### src/rtl/risc_io_bridge.sv
`default_nettype none
// ============================================================================
// Module   : risc_io_bridge
// Purpose  : Bridges a stalling core IO port to NUM_CH request/ack channels.
//            Optional macro IO_TIMEOUT_EN adds a bounded WAIT with error.
// Revision : 1.0 - initial release
// ============================================================================
module risc_io_bridge #(
  parameter int DATA_W      = 32,
  parameter int ADDR_W      = 32,
  parameter int NUM_CH      = 4,
  parameter int CH_SEL_LSB  = 12,
  parameter int TIMEOUT_CYC = 16
) (
  input  logic                     clk,
  input  logic                     rst_n,
  input  logic [ADDR_W-1:0]        io_address,
  input  logic [DATA_W-1:0]        io_write_value,
  input  logic                     io_write_en,
  input  logic                     io_read_en,
  output logic [DATA_W-1:0]        io_read_value,
  output logic                     io_stall,
  output logic [ADDR_W-1:0]        ch_addr,
  output logic [DATA_W-1:0]        ch_wdata,
  output logic                     ch_we,
  output logic [NUM_CH-1:0]        ch_req,
  input  logic [NUM_CH-1:0]        ch_ack,
  input  logic [NUM_CH*DATA_W-1:0] ch_rdata,
  output logic                     bus_err
);

  localparam int CH_W = (NUM_CH > 1) ? $clog2(NUM_CH) : 1;
  localparam logic [CH_W:0] C_NUM_CH = (CH_W+1)'(NUM_CH);

  typedef enum logic [1:0] {
    ST_IDLE = 2'd0,
    ST_WAIT = 2'd1,
    ST_DONE = 2'd2
  } state_t;

  state_t              state_q, state_d;
  logic [ADDR_W-1:0]   addr_q, addr_d;
  logic [DATA_W-1:0]   wdata_q, wdata_d;
  logic                we_q, we_d;
  logic [NUM_CH-1:0]   req_q, req_d;
  logic [DATA_W-1:0]   rdata_q, rdata_d;
  logic                bus_err_q, bus_err_d;

  logic                access;
  logic                illegal;
  logic [CH_W-1:0]     sel;
  logic                mapped;
  logic [NUM_CH-1:0]   sel_onehot;
  logic                ack_hit;
  logic [DATA_W-1:0]   sel_rdata;
  logic                tmo_expire;

  assign access  = io_read_en ^ io_write_en;
  assign illegal = io_read_en & io_write_en;
  assign sel     = io_address[CH_SEL_LSB +: CH_W];
  assign mapped  = ({1'b0, sel} < C_NUM_CH);

  // The registered one-hot request doubles as the selected-channel mask,
  // so acks and read data from other channels are naturally ignored.
  assign ack_hit = |(ch_ack & req_q);

  always_comb begin
    sel_onehot = '0;
    sel_rdata  = '0;
    for (int i = 0; i < NUM_CH; i++) begin
      sel_onehot[i] = (sel == CH_W'(i));
      sel_rdata     = sel_rdata | ({DATA_W{req_q[i]}} & ch_rdata[i*DATA_W +: DATA_W]);
    end
  end

`ifdef IO_TIMEOUT_EN
  localparam int TMO_W = $clog2(TIMEOUT_CYC + 1);

  logic [TMO_W-1:0] tmo_cnt_q, tmo_cnt_d;

  assign tmo_expire = (state_q == ST_WAIT) && !ack_hit &&
                      (tmo_cnt_q == TMO_W'(TIMEOUT_CYC - 1));

  // Held at zero outside WAIT, so every WAIT entry starts from a clean count.
  always_comb begin
    tmo_cnt_d = '0;
    if (state_q == ST_WAIT) begin
      tmo_cnt_d = tmo_cnt_q + 1'b1;
    end
  end

  always_ff @(posedge clk or negedge rst_n) begin
    if (!rst_n) begin
      tmo_cnt_q <= '0;
    end else begin
      tmo_cnt_q <= tmo_cnt_d;
    end
  end
`else
  logic unused_tmo;
  assign unused_tmo = ^TIMEOUT_CYC;
  assign tmo_expire = 1'b0;
`endif

  always_comb begin
    state_d       = state_q;
    addr_d        = addr_q;
    wdata_d       = wdata_q;
    we_d          = we_q;
    req_d         = req_q;
    rdata_d       = rdata_q;
    bus_err_d     = 1'b0;
    io_stall      = 1'b0;
    io_read_value = '0;
    unique case (state_q)
      ST_IDLE: begin
        if (access && mapped) begin
          io_stall = 1'b1;
          state_d  = ST_WAIT;
          addr_d   = io_address;
          wdata_d  = io_write_value;
          we_d     = io_write_en;
          req_d    = sel_onehot;
        end else if (access || illegal) begin
          bus_err_d = 1'b1;
        end
      end
      ST_WAIT: begin
        io_stall = 1'b1;
        // An ack on the expiry edge wins over the timeout.
        if (ack_hit) begin
          req_d   = '0;
          state_d = ST_DONE;
          if (!we_q) begin
            rdata_d = sel_rdata;
          end
        end else if (tmo_expire) begin
          req_d     = '0;
          rdata_d   = '1;
          bus_err_d = 1'b1;
          state_d   = ST_DONE;
        end
      end
      ST_DONE: begin
        io_read_value = rdata_q;
        state_d       = ST_IDLE;
      end
      default: begin
        state_d = ST_IDLE;
      end
    endcase
  end

  always_ff @(posedge clk or negedge rst_n) begin
    if (!rst_n) begin
      state_q   <= ST_IDLE;
      addr_q    <= '0;
      wdata_q   <= '0;
      we_q      <= 1'b0;
      req_q     <= '0;
      rdata_q   <= '0;
      bus_err_q <= 1'b0;
    end else begin
      state_q   <= state_d;
      addr_q    <= addr_d;
      wdata_q   <= wdata_d;
      we_q      <= we_d;
      req_q     <= req_d;
      rdata_q   <= rdata_d;
      bus_err_q <= bus_err_d;
    end
  end

  assign ch_addr  = addr_q;
  assign ch_wdata = wdata_q;
  assign ch_we    = we_q;
  assign ch_req   = req_q;
  assign bus_err  = bus_err_q;

endmodule
`default_nettype wire

### config.mk
export PLATFORM = sky130hd
export DESIGN_NAME = risc_io_bridge
export DESIGN_NICKNAME = d
export VERILOG_FILES = /design/src/rtl/risc_io_bridge.sv
export SDC_FILE = /design/constraint.sdc
export NUM_CORES = 1
export LEC_CHECK = 0
export ABC_CLOCK_PERIOD_IN_PS = 4400
export CORE_MARGIN = 2
export CORE_UTILIZATION = 25
export DETAILED_ROUTE_END_ITERATION = 16
export PLACE_DENSITY = 0.64
export SYNTH_ARGS = -nofsm -noshare
export SYNTH_HDL_FRONTEND = slang
export SYNTH_SLANG_ARGS = --single-unit
### constraint.sdc
create_clock -name clk -period 4.4 [get_ports clk]
set_clock_uncertainty 0.2 [all_clocks]
set_input_delay 0.66 -clock clk [delete_from_list [all_inputs] [get_ports clk]]
set_output_delay 0.66 -clock clk [all_outputs]
set_load 0.02 [all_outputs]
# Word-level counts from Yosys, hierarchy flattened
# Cells that the tools add are included.
# word_totals
regBits,104
latch_bits,0
ram_bits,0
romBits,0
n_memories,0
# classes
n_addsub,0
mul,0
div,0
magnitude_cmp,0
eq_ne,7
shift,0
mux,12
bitwise,11
n_reduce_logical,9
# op_table
op,count
$and 32x32->32,4
$or 32x32->32,3
$mux 32,1
$mux 4,2
$pmux 4 s2,1
$eq 2x2->1 const B,3
$reduce_and 3->1,2
$and 4x4->4,1
$eq 2x1->1 const B,2
$logic_not 2->1,2
$mux 1,4
$mux 2,2
$ne 2x2->1 const B,2
$pmux 2 s2,1
$reduce_and 2->1,2
$reduce_or 4->1,1
$pmux 1 s2,1
$reduce_bool 2->1,1
$and 1x1->1,1
$logic_or 1x1->1,1
$not 1->1,1
$xor 1x1->1,1

# Depth between registers and ports, before layout
# logic_depth
ltp_word,5
depth_mapped,6
ltp_nobuf,4

# Worst setup path before layout
# Ideal clock, no wire load.
# synth_path
path_kind,input -> register
startpoint,input port io_write_en
endpoint,register wdata_q[0] (netlist: ch_wdata[0])
setup_ns,0.125
arrival_time_ns,1.914
required_time_ns,4.075
slack_ns,2.162
cell_stages,5
n_path_buf,2
path_cell_list,ha_1 > nor3b_2 > buf_2 > buf_4 > mux2_2
# synth_via
elab_chain_len,2
# synth_rtl
item,line,text
start: declaration,19,"input logic io_write_en,"
$xor 1x1->1,58,assign access = io_read_en ^ io_write_en;
$reduce_and 2->1 (no line),--,
end signal: assignment,166,wdata_q <= wdata_d;
end: declaration,43,"logic [DATA_W-1:0] wdata_q, wdata_d;"
# No other way between the ends.
# A chain may end at the register's enable or synchronous reset.

# Worst setup path in the final report
# layout_path
startpoint,input port io_write_en
endpoint,output port io_stall
# layout_via
elab_chain_len,3
# layout_rtl
item,line,text
$xor 1x1->1,58,
$mux 1,117,if (access && mapped) begin
$pmux 1 s2,115,unique case (state_q)
end: declaration,22,"output logic io_stall,"
# No other way between the ends.

==> results.yml <==
floorplanning:
  fp-row-count: 50
  core_um2: 18830
  die_area_um2: 20490
  die_h_um: 143.2
  io_pins: 303
  start_util_pct: 25.71
  dieWidth_um: 143.2
clock_tree:
  cts_sinks: 104
  clock_path_buffers: 2
  post_cts_hold_buffer_count: 0
  cts_htree_levels: 3
  numCtsBuffers: 9
  cts_resized: 0
  clk_pin_slew_ns: 0.08
  cts_root_buffer: "clkbuf_16"
  clk_latency_ns: 0.35
  cts_setup_buffers: 0
  cts_tree: "done"
yosys:
  yosys-top-cells-area: "dfrtp_1 (54%), mux2_2 (21%), a22oi_1 (9.9%)"
  netlist_area_um2: 4841
  synth_warnings: 0
  synth_largest_area_cell: "dfrtp_1"
  synth_cell_types: 25
  ys_seq_area_share_pct: 53.76
  syn-num-nets: 586
  synth_area_per_cell_um2: 12.57
  synth_cells: 385
  yosysTopAreaCellShare_pct: 53.76
  synth-seq-cells: 104
setup_path:
  crit_type: "primary input to output pin"
  r2r-end: "rdata_q[27]"
  slowest_stage: "clkdlybuf4s50_1"
  worst_path_most_repeated_cell: "clkdlybuf4s50_1"
  r2r_start: "ch_req[3]"
  cp.depth: 4
  slowest_delay_ns: 0.62
  worstSetupEndpointType: "output pin"
  crit_buf_inv: 2
  cp_top_family: "buffers and inverters"
  critPathMaxFanout: 4
  r2r_cells: 5
  worstPathArrival_ns: 2.27
  path_cells: "clkdlybuf4s50_1 -> ha_1 -> o21ba_2 -> clkdlybuf4s50_1"
  crit_path_start_kind: "primary input"
  critPathRequiredTime_ns: 3.54
  r2r_setup_slack_ns: 1.88
detailed_routing:
  wirelength_um: 16410
  vias: 4247
  wl_per_cell_um: 17.40
  drc: 0
  drt_iter0_drc: 114
  first_pass_iters: 4
  ant_nets: 0
  viasPerCell: 4.504
power_and_ir_drop:
  power_w: 0.005335
  netSwitchingFraction_pct: 37.47
  cellInternalPower_w: 0.003336
  clkPwrFrac_pct: 15.9
  comb_power_share_pct: 51.9
  power_density_nw_per_um2: 633.5
  peakVddDrop_mv: 0.3099
  p_sw_w: 0.001999
  p_seq_share_pct: 32.3
  p_leak_nw: 3.424
timing:
  whs_ns: 0.1101
  slew_headroom_pct: 43.71
  min_period_ns: 3.127
  rsz0062_at_grt: "no"
  fin_tns_setup_ns: 0
  max_freq_mhz: 319.8
  slew_viol_final: 0
  finalHoldViolCount: 0
  worst_pin_slew_ns: 0.8444
  period_share_pct: 71.06
  setup_viol_count_final: 0
global_route:
  grt_pass1_vias: 4652
  antenna_found_initial: 0
  grt_overflow: 0
  grt_pass1_wl_um: 24560
  grt_max_degree: 68
  track_usage_pct: 15.50
cells_and_area:
  finalNonFillerCells: 943
  antennaDiodeCount: 0
  syn_to_final_growth_pct: 73.97
  layout-drive-gt1-share_pct: 18.01
  nNetsFinal: 879
  fin_util_pct: 44.72
place:
  numPortBuffers: 302
  gp_congestion: 0.7650
  dp_hpwl_um: 12430
  placed_cells: 927
worst_hold_path:
  min_path_type: "primary input to async pin"
run:
  maxCapViolCount: 0
status:
  status: "complete, no violations"
-- synth_stat cells --
master / instances
a211oi_4: 1
a21oi_1: 1
a22oi_1: 64
a22oi_2: 2
a311oi_1: 1
and2_1: 33
buf_2: 8
buf_4: 3
buf_6: 3
clkbuf_1: 15
dfrtp_1: 104
ha_1: 1
inv_1: 4
mux2_1: 6
mux2_2: 91
nand2_1: 34
nand2b_1: 1
nand3b_1: 2
nand4_1: 1
nor2_1: 2
nor2b_1: 1
nor3b_2: 1
o21ai_0: 4
o21ba_2: 1
o32ai_1: 1
-- how the worst max path moves through the flow --
stage                            from           end  slack (ns)
after floorplan           io_write_en   ch_wdata[0]        2.16
after global placement    io_write_en      io_stall        1.26
after detailed placement  io_write_en  ch_wdata[15]        1.24
after CTS                 io_write_en      io_stall        1.26
after global routing      io_write_en      io_stall        1.21
final                     io_write_en      io_stall        1.27
-- final cells by class --
| class | count | area, um^2 |
|---|---|---|
| fillers | 1728 | 10410 |
| repair buffers | 311 | 3088 |
| flip-flops and latches | 104 | 2603 |
| multi-input cells | 248 | 2079 |
| well taps | 260 | 325.3 |
| clock buffers | 9 | 225.2 |
| clock inverters | 7 | 86.33 |
| inverters | 4 | 15.01 |
-- cells by family after synthesis --
kind of cell | after synthesis | synth area share (%)
flops | 104 | 53.76
fa+ha+maj | 1 | 0.2584
simple gates | 75 | 8.013
compound gates | 75 | 11.94
buf+inv | 33 | 3.463
mux | 97 | 22.56
-- state kept, by name, summed over array words and instances, names as in the netlist --
name	flops
ch_wdata	32
ch_we	1
bus_err	1
rdata_q	32
ch_addr	32
state_q	2
ch_req	4
-- routing by layer --
metal,track usage [%],share of wire (%)
met1,17.98,40
met2,27.30,49
met3,4.628,9.8
met4,5.107,1.5
met5,0,0
-- metrics by stage --
stage                     worst slack [ns]  area, um^2
after floorplan                      2.162        4841
after global placement               1.262        8110
after detailed placement             1.245        8110
after CTS                            1.257        8422
after global routing                 1.210        8422
final                                1.273        8422
-- power by group through the flow --
stage	clock network [W]	logic (W)	registers, W
CTS	0.000876	0.00281	0.00173
detailed placement	0	0.00280	0.00174
global placement	0	0.00275	0.00171
finish	0.000846	0.00277	0.00172
global route	0.000922	0.00297	0.00180
floorplan	0	0.00120	0.00205
-- cells in the final DEF, fill, tap and decap left out, drive strengths merged --
| cell type | count |
|---|---|
| a21oi | 1 |
| nand2b | 1 |
| bufinv | 1 |
| nand3b | 2 |
| o32ai | 1 |
| ha | 1 |
| nand2 | 34 |
| nor3b | 1 |
| buf | 10 |
| nor2 | 2 |
| and2 | 33 |
| inv | 8 |
| clkdlybuf4s50 | 301 |
| a311oi | 1 |
| dfrtp | 104 |
| nand4 | 1 |
| a22oi | 66 |
| clkinv | 2 |
| mux2 | 97 |
| nor2b | 1 |
| clkbuf | 9 |
| o21ai | 4 |
| a211oi | 1 |
| o21ba | 1 |
No activity file was read; power rests on OpenSTA's default activity.
